===== config.mk =====
export PLATFORM = sky130hd
export DESIGN_NAME = fft_peak_detect
export DESIGN_NICKNAME = d
export VERILOG_FILES = /design/src/rtl/fft_pkg.sv /design/src/rtl/cplx_pow_sq.sv /design/src/rtl/fft_peak_detect.sv
export SDC_FILE = /design/constraint.sdc
export NUM_CORES = 2
export LEC_CHECK = 0
export BUFFER_PORTS_ARGS = -buffer_cell sky130_fd_sc_hd__clkbuf_2
export CAP_MARGIN = 10
export CORE_ASPECT_RATIO = 2
export CORE_MARGIN = 2
export CORE_UTILIZATION = 25
export DETAILED_ROUTE_END_ITERATION = 12
export SYNTH_ARGS = -nofsm -noshare
export SYNTH_HDL_FRONTEND = slang
export SYNTH_HIERARCHICAL = 1
export SYNTH_SLANG_ARGS = --single-unit

===== constraint.sdc =====
create_clock -name clk -period 27.7 [get_ports clk]
set_clock_uncertainty 0.15 [all_clocks]
set_input_delay 2.77 -clock clk [delete_from_list [all_inputs] [get_ports clk]]
set_output_delay 2.77 -clock clk [all_outputs]
set_load 0.03 [all_outputs]

===== src/rtl/fft_pkg.sv =====
// fft_pkg: shared widths and bin field helpers for the FFT result consumer.
`default_nettype none

package fft_pkg;
  localparam int N_BINS = 16;
  localparam int BIN_W  = 16;
  localparam int POW_W  = 32;
  localparam int IDX_W  = 4;

  function automatic logic signed [BIN_W-1:0] bin_re(input logic [2*BIN_W-1:0] w);
    return w[2*BIN_W-1:BIN_W];
  endfunction

  function automatic logic signed [BIN_W-1:0] bin_im(input logic [2*BIN_W-1:0] w);
    return w[BIN_W-1:0];
  endfunction
endpackage

`default_nettype wire


===== src/rtl/cplx_pow_sq.sv =====
// cplx_pow_sq: combinational re^2 + im^2 of one signed complex bin.
`default_nettype none

module cplx_pow_sq
  import fft_pkg::*;
(
  input  logic signed [BIN_W-1:0] re,
  input  logic signed [BIN_W-1:0] im,
  output logic        [POW_W-1:0] pow
);
  logic signed [POW_W-1:0] re_x, im_x, re_sq, im_sq;

  assign re_x  = {{(POW_W-BIN_W){re[BIN_W-1]}}, re};
  assign im_x  = {{(POW_W-BIN_W){im[BIN_W-1]}}, im};
  assign re_sq = re_x * re_x;
  assign im_sq = im_x * im_x;
  // Each square is at most 2^30, so the unsigned sum peaks at exactly 2^31.
  assign pow   = unsigned'(re_sq) + unsigned'(im_sq);
endmodule

`default_nettype wire


===== src/rtl/fft_peak_detect.sv =====
// fft_peak_detect: captures 16-bin FFT frames and scans one bin per clock for the
// maximum-power bin, with a single-frame pending buffer for back-to-back arrivals.
`default_nettype none

module fft_peak_detect
  import fft_pkg::*;
#(
  parameter int HALF_EN = 0
) (
  input  logic               clk,
  input  logic               rst,
  input  logic               fft_valid,
  input  logic [2*BIN_W-1:0] fft_d0,
  input  logic [2*BIN_W-1:0] fft_d1,
  input  logic [2*BIN_W-1:0] fft_d2,
  input  logic [2*BIN_W-1:0] fft_d3,
  input  logic [2*BIN_W-1:0] fft_d4,
  input  logic [2*BIN_W-1:0] fft_d5,
  input  logic [2*BIN_W-1:0] fft_d6,
  input  logic [2*BIN_W-1:0] fft_d7,
  input  logic [2*BIN_W-1:0] fft_d8,
  input  logic [2*BIN_W-1:0] fft_d9,
  input  logic [2*BIN_W-1:0] fft_d10,
  input  logic [2*BIN_W-1:0] fft_d11,
  input  logic [2*BIN_W-1:0] fft_d12,
  input  logic [2*BIN_W-1:0] fft_d13,
  input  logic [2*BIN_W-1:0] fft_d14,
  input  logic [2*BIN_W-1:0] fft_d15,
  output logic               done,
  output logic [IDX_W-1:0]   freq,
  output logic [POW_W-1:0]   peak_pow,
  output logic               busy,
  output logic               overrun
);
  localparam logic [0:0] IDLE = 1'b0;
  localparam logic [0:0] SCAN = 1'b1;
  localparam logic [IDX_W-1:0] LAST_IDX =
    (HALF_EN != 0) ? IDX_W'(N_BINS/2 - 1) : IDX_W'(N_BINS - 1);

  logic [0:0]         state, state_n;
  logic [IDX_W-1:0]   idx, best_idx;
  logic [POW_W-1:0]   best_pow, pow;
  logic               pend_vld, pend_vld_n;
  logic               last, scanning, better;
  logic               ld_work_in, ld_work_pend, ld_pend, ovr_n;
  logic [2*BIN_W-1:0] din  [N_BINS];
  logic [2*BIN_W-1:0] work [N_BINS];
  logic [2*BIN_W-1:0] pend [N_BINS];

  assign din = '{fft_d0, fft_d1, fft_d2, fft_d3, fft_d4, fft_d5, fft_d6, fft_d7,
                 fft_d8, fft_d9, fft_d10, fft_d11, fft_d12, fft_d13, fft_d14, fft_d15};

  cplx_pow_sq u_pow (
    .re  (bin_re(work[idx])),
    .im  (bin_im(work[idx])),
    .pow (pow)
  );

  assign scanning = (state == SCAN);
  assign last     = scanning && (idx == LAST_IDX);
  assign better   = pow > best_pow;

  always_comb begin
    ld_work_in   = fft_valid && (!scanning || (last && !pend_vld));
    ld_work_pend = last && pend_vld;
    // On the last-bin edge the pending slot frees up, so a new frame refills it.
    ld_pend      = fft_valid && scanning && (last ? pend_vld : !pend_vld);
    ovr_n        = fft_valid && scanning && !last && pend_vld;
    pend_vld_n   = pend_vld;
    if (ld_pend)
      pend_vld_n = 1'b1;
    else if (ld_work_pend)
      pend_vld_n = 1'b0;
    state_n = state;
    if (!scanning)
      state_n = fft_valid ? SCAN : IDLE;
    else if (last)
      state_n = (pend_vld || fft_valid) ? SCAN : IDLE;
  end

  always_ff @(posedge clk) begin
    if (ld_work_in)
      work <= din;
    else if (ld_work_pend)
      work <= pend;
    if (ld_pend)
      pend <= din;
  end

  always_ff @(posedge clk or posedge rst) begin
    if (rst) begin
      state    <= IDLE;
      idx      <= '0;
      pend_vld <= 1'b0;
      best_pow <= '0;
      best_idx <= '0;
      done     <= 1'b0;
      freq     <= '0;
      peak_pow <= '0;
      busy     <= 1'b0;
      overrun  <= 1'b0;
    end else begin
      state    <= state_n;
      pend_vld <= pend_vld_n;
      busy     <= (state_n == SCAN) || pend_vld_n;
      overrun  <= ovr_n;
      done     <= 1'b0;
      if (scanning && !last) begin
        idx <= idx + 1'b1;
        if (better) begin
          best_pow <= pow;
          best_idx <= idx;
        end
      end else begin
        if (last) begin
          done     <= 1'b1;
          freq     <= better ? idx : best_idx;
          peak_pow <= better ? pow : best_pow;
        end
        idx      <= '0;
        best_pow <= '0;
        best_idx <= '0;
      end
    end
  end
endmodule

`default_nettype wire

Word-level counts from Yosys, hierarchy flattened
Index checks and enable logic that the tools add are counted.
{"block": "totals", "elab_cells": 87, "reg_bits": 1105, "in_bits": 515, "output_inout_bits": 39}
{"block": "op_classes", "n_lt_le_gt_ge": 2, "mul": 2, "n_eq_ne": 1, "n_reduce_logical": 17, "addsub": 2, "n_bitwise": 2, "mux": 19}
{"op": "$mux 512", "n": 2}
{"op": "$bmux 32 s4", "n": 1}
{"op": "$mux 32", "n": 4}
{"op": "$mul 16x16->32", "n": 2}
{"op": "$add 32x32->32", "n": 1}
{"op": "$gt 32x32->1", "n": 1}
{"op": "$mux 4", "n": 3}
{"op": "$logic_and 1x1->1", "n": 9}
{"op": "$mux 1", "n": 9}
{"op": "$ge 5x5->1 const B", "n": 1}
{"op": "$not 4->5", "n": 1}
{"op": "$add 4x1->4 const B", "n": 1}
{"op": "$eq 4x4->1 const B", "n": 1}
{"op": "$logic_not 1->1", "n": 3}
{"op": "$logic_or 1x1->1", "n": 3}
{"op": "$reduce_and 2->1", "n": 1}
{"op": "$reduce_bool 2->1", "n": 1}
{"op": "$not 1->1", "n": 1}

Logic depth before layout (Yosys ltp)
{"block": "logic_depth", "depth_word": 9, "ltp_mapped": 45, "depth_no_buf": 39}

By module
Netlist, hierarchy kept.
{"mod": "fft_peak_detect", "cells_each": 2469, "seq_area_each_um2": 32776.4, "area_per_inst_um2": 45054.5, "instances": 1}
{"mod": "cplx_pow_sq", "cells_each": 1822, "seq_area_each_um2": 0.0, "area_per_inst_um2": 17516.8, "instances": 1}

Worst setup path after synthesis
OpenSTA, ideal clock, no wires.
{"block": "synth_timing", "path_kind": "input -> register", "startpoint": "input port fft_valid", "endpoint": "register work[0] (netlist bit) (enable)", "arrival_ns": 14.917, "required_ns": 26.580, "setup_ns": 0.970, "path_buffers": 2, "setup_slack_ns": 11.663, "cell_stages": 4, "path_cell_list": "o21ai_1 clkbuf_1 buf_2 nand2b_1"}
{"block": "synth_between", "elab_chain_cells": 2}
{"item": "start, declared", "line_no": "fft_peak_detect.sv:12", "source": "input logic fft_valid,"}
{"item": "$logic_and 1x1->1", "line_no": "fft_peak_detect.sv:64", "source": "ld_work_in = fft_valid && (!scanning || (last && !pend_vld));"}
{"item": "$reduce_bool 2->1 (no source line)"}
{"item": "end signal, assigned", "line_no": "fft_peak_detect.sv:83", "source": "work <= din;"}
{"item": "end signal, assigned", "line_no": "fft_peak_detect.sv:85", "source": "work <= pend;"}
{"item": "end, declared", "line_no": "fft_peak_detect.sv:47", "source": "logic [2*BIN_W-1:0] work [N_BINS];"}
No other way between the ends.
A chain may end at the register's enable or synchronous reset.

Worst setup path after layout
{"block": "layout_timing", "startpoint": "register idx[0]", "endpoint": "register peak_pow[10]"}
{"block": "layout_between", "elab_chain_cells": 8, "elab_cells_between_ends": 15, "cone_classes": "1 x add/sub; 2 x mul; 1 x order compare; 1 x eq/ne; 4 x mux; 2 x bitwise; 4 x reduce/logical"}
{"item": "start, declared", "line_no": "fft_peak_detect.sv:41", "source": "logic [IDX_W-1:0] idx, best_idx;"}
{"item": "start signal, assigned", "line_no": "fft_peak_detect.sv:109", "source": "idx <= idx + 1'b1;"}
{"item": "$not 4->5 (not written as such) *", "line_no": "fft_peak_detect.sv:54, fft_peak_detect.sv:55"}
{"item": "$bmux 32 s4 *", "line_no": "fft_peak_detect.sv:54, fft_peak_detect.sv:55"}
{"item": "$mux 32 (not written as such) * (2 in a row)", "line_no": "fft_peak_detect.sv:55", "source": ".im (bin_im(work[idx])),"}
{"item": "$mul 16x16->32 (on tied branches)", "line_no": "cplx_pow_sq.sv:15, cplx_pow_sq.sv:16"}
{"item": "$add 32x32->32 *", "line_no": "cplx_pow_sq.sv:18", "source": "assign pow = unsigned'(re_sq) + unsigned'(im_sq);"}
{"item": "net pow[30]", "line_no": "fft_peak_detect.sv:42", "source": "logic [POW_W-1:0] best_pow, pow;"}
{"item": "$gt 32x32->1 *", "line_no": "fft_peak_detect.sv:61", "source": "assign better = pow > best_pow;"}
{"item": "$mux 32 *"}
{"item": "end signal, assigned", "line_no": "fft_peak_detect.sv:118", "source": "peak_pow <= better ? pow : best_pow;"}
{"item": "end, declared", "line_no": "fft_peak_detect.sv:31", "source": "output logic [POW_W-1:0] peak_pow,"}
The timed path passes the listed nets; every way through them passes the cells marked *. The select of a mux whose other input is x is not followed.

==> flow_metrics.tcl <==
set metrics [dict create \
    outcome "finished, final reports clean" \
    ctsResizeCount 0 \
    grt_pass1_wl_um 258900 \
    port_buffers 553 \
    max_freq_mhz 72.02 \
    drtPass1Iterations 7 \
    synthSimpleGateAreaFrac_pct 3.701 \
    grt_max_degree 179 \
    synth_xor_area_share_pct 0.8818 \
    syn_to_final_growth_pct 16.36 \
    std_cell_rows 259 \
    max_slew_margin_pct 5.413 \
    grt_pass1_vias 40080 \
    clock-root-buffer "clkbuf_16" \
    worst_slew_pin_slew_ns 1.419 \
    drtIter0Drc 2130 \
    synth_compound_area_share_pct 3.629 \
    cp-end-kind "register" \
    cts_buffers 103 \
    yosys-top-cells-count "edfxtp_1, inv_1, mux2_2" \
    hold_viol 0 \
    start_util_pct 25.14 \
    ys_top_cells_by_area "edfxtp_1, fa_1, mux2_2" \
    place_area_sq_um 69200 \
    path_max_fanout 75 \
    seq_area_frac_synth_pct 52.38 \
    synth.distinct_cells 65 \
    antenna_found_initial 75 \
    crit_path_frequent_cell "fa_1" \
    wl_per_cell_um 21.67 \
    worstSetupStartpointType "register" \
    syn_area_per_cell_sq_um 14.58 \
    drc 0 \
    boundaryPins 554 \
    whs_ns 0.3751 \
    drive_above_1_share_pct 28.75 \
    cap_viol_max_count 0 \
    netlist_area_sq_um 62570 \
    synth_edf_count 1024 \
    globalRouteOverflowTotal 0 \
    ys_ff_latch 1105 \
    drt-vias-per-instance 4.368 \
    ys_async_sr_fraction_pct 7.330 \
    yosysMostFrequentCell "edfxtp_1" \
    wl_um 178100 \
    synth_nets 5511 \
    grt_usage_pct 13.86 \
    syn_inst 4291 \
    yosys.area.top_type "edfxtp_1" \
    cts_buffer_depth 3 \
    cp.required_ns 28.18 \
    stdcell_area_sq_um 72800 \
    dieArea_sq_um 254500 \
    drv_slew 0 \
    rsz0062_at_grt "false" \
    synth_top_family_by_area "adder cells" \
    clk_pin_slew_ns 0.07 \
    max_stage_delay_ns 0.79 \
    reg2reg_slack_ns 13.82 \
    via_count 35900 \
    min_period_ns 13.88 \
    die_w_um 357.8 \
    dp_hpwl_um 134500 \
    clk_latency_ns 0.74 \
    seqCellArea_sq_um 32790 \
    ctsHoldBuffers 0 \
    synthFlopType "edfxtp_1" \
    multiInputGateArea_sq_um 26470 \
    cp_slowest_cell "nand2_1" \
    fin_crit_sh_pct 50.13 \
    post-cts-setup-buffers 0 \
    cp.arrival_ns 14.36 \
    fillerInstances 25230 \
    synthMuxAreaShare_pct 13.67 \
    nets 6056 \
    finalSetupTns_ns 0 \
    worstSetupPathType "register to register" \
    setup_violations 0 \
    drtAntennaViolNets 0 \
    core-area_sq_um 248900 \
    die_h_um 711.5 \
    cts_htree_levels 3 \
    hold_class "register to register" \
    yosys_warnings 6 \
    synth_top_area_share_pct 49.14 \
    clock-sinks 1105 \
    synth-adder-area-share_pct 20.36 \
    gp_congestion 0.9200 \
    cts_tree "yes" \
]
layer usage:
metal  part of all wire, %  wire length [um]  vias up  track usage, %
li1                      -                 -    16020               -
met5                  0.18               317        -               0
met2                    52             93410      948           25.05
met4                   4.9              8698       48           6.731
met1                    36             64910    18520           14.83
met3                   6.1             10800      368           3.477
worst paths after layout:
| kind | start | endpoint | depth (start not counted) |
|---|---|---|---|
| worst max register to register | idx[0] | peak_pow[10] | 40 |
| worst min register to register | pend[343] | work[343] | 1 |
| max in group asynchronous | rst | idx[3] | 3 |
| min in group asynchronous | rst | idx[0] | 3 |
| worst max-delay path | idx[0] | peak_pow[10] | 40 |
| worst min-delay path | pend[343] | work[343] | 1 |
registers in the layout, indices dropped and copies added (netlist names):
signal / cells
best_idx: 4
best_pow: 32
busy: 1
done: 1
freq: 4
idx: 4
overrun: 1
peak_pow: 32
pend: 512
pend_vld: 1
scanning: 1
work: 512
per-stage QoR:
step | cells | setup WS [ns] | util [%]
2_1_floorplan | 4291 | 11.66 | -
3_3_place_gp | 7993 | 13.80 | 27.80
3_5_place_dp | 7993 | 13.74 | 27.80
4_1_cts | 8184 | 13.70 | 29.22
5_1_grt | 8206 | 13.06 | 29.24
6_report | 8219 | 13.82 | 29.25
cells in the final DEF (no fill, tap or decap), types with 13 or more instances in the layout:
| master | synthesis | layout |
|---|---|---|
| a21oi_1 | 99 | 99 |
| a221oi_1 | 33 | 33 |
| a22oi_1 | 32 | 32 |
| a31oi_1 | 38 | 38 |
| and2_1 | 91 | 90 |
| buf_4 | 2 | 56 |
| clkbuf_16 | 0 | 104 |
| clkbuf_2 | 3 | 553 |
| clkinv_1 | 0 | 18 |
| clkinv_2 | 0 | 13 |
| clkinvlp_4 | 0 | 13 |
| dfrtp_1 | 81 | 77 |
| diode_2 | 0 | 35 |
| edfxtp_1 | 1024 | 1024 |
| fa_1 | 522 | 522 |
| ha_1 | 183 | 183 |
| inv_1 | 689 | 688 |
| mux2_2 | 540 | 540 |
| mux2i_1 | 103 | 103 |
| mux4_2 | 64 | 64 |
| nand2_1 | 201 | 200 |
| nand3_1 | 44 | 44 |
| nor2_1 | 93 | 93 |
| nor2b_1 | 20 | 19 |
| o21ai_0 | 98 | 98 |
| xnor2_1 | 48 | 48 |
| xor2_1 | 15 | 15 |
cell type report:
class                   count  share of cell area [%]
clock inverters            78                   1.213
clock buffers             113                   3.621
diodes                     35                  0.1203
inverters                 690                   3.559
flip-flops and latches   1105                   45.04
repair buffers            613                   4.489
well taps                3262                   5.606
multi-input cells        2323                   36.35
worst max-delay path, delay by kind of cell, from the launching register on:
kind	cells	cell delay (ns)
buffers and inverters	10	2.67
adder cells (fa/ha/maj)	10	4.58
multiplexers	1	0.29
flip-flops	1	0.75
AND/OR/NAND/NOR	5	1.56
AO/OA/AOI/OAI	14	3.44
cells by family (layout without fill, tap and decap cells):
kind of cell	count (synthesis)	after routing
adders and majority gates	705	705
muxes	707	707
DFF	1105	1105
and+or+nand+nor	494	494
xor gates and xnor gates	63	63
other	0	35
AOI/OAI and AO/OA	354	354
buffers and inverters	863	1494
Power is not shown: default switching activity piles up to over one toggle a cycle in this logic, so the estimate is an artifact.
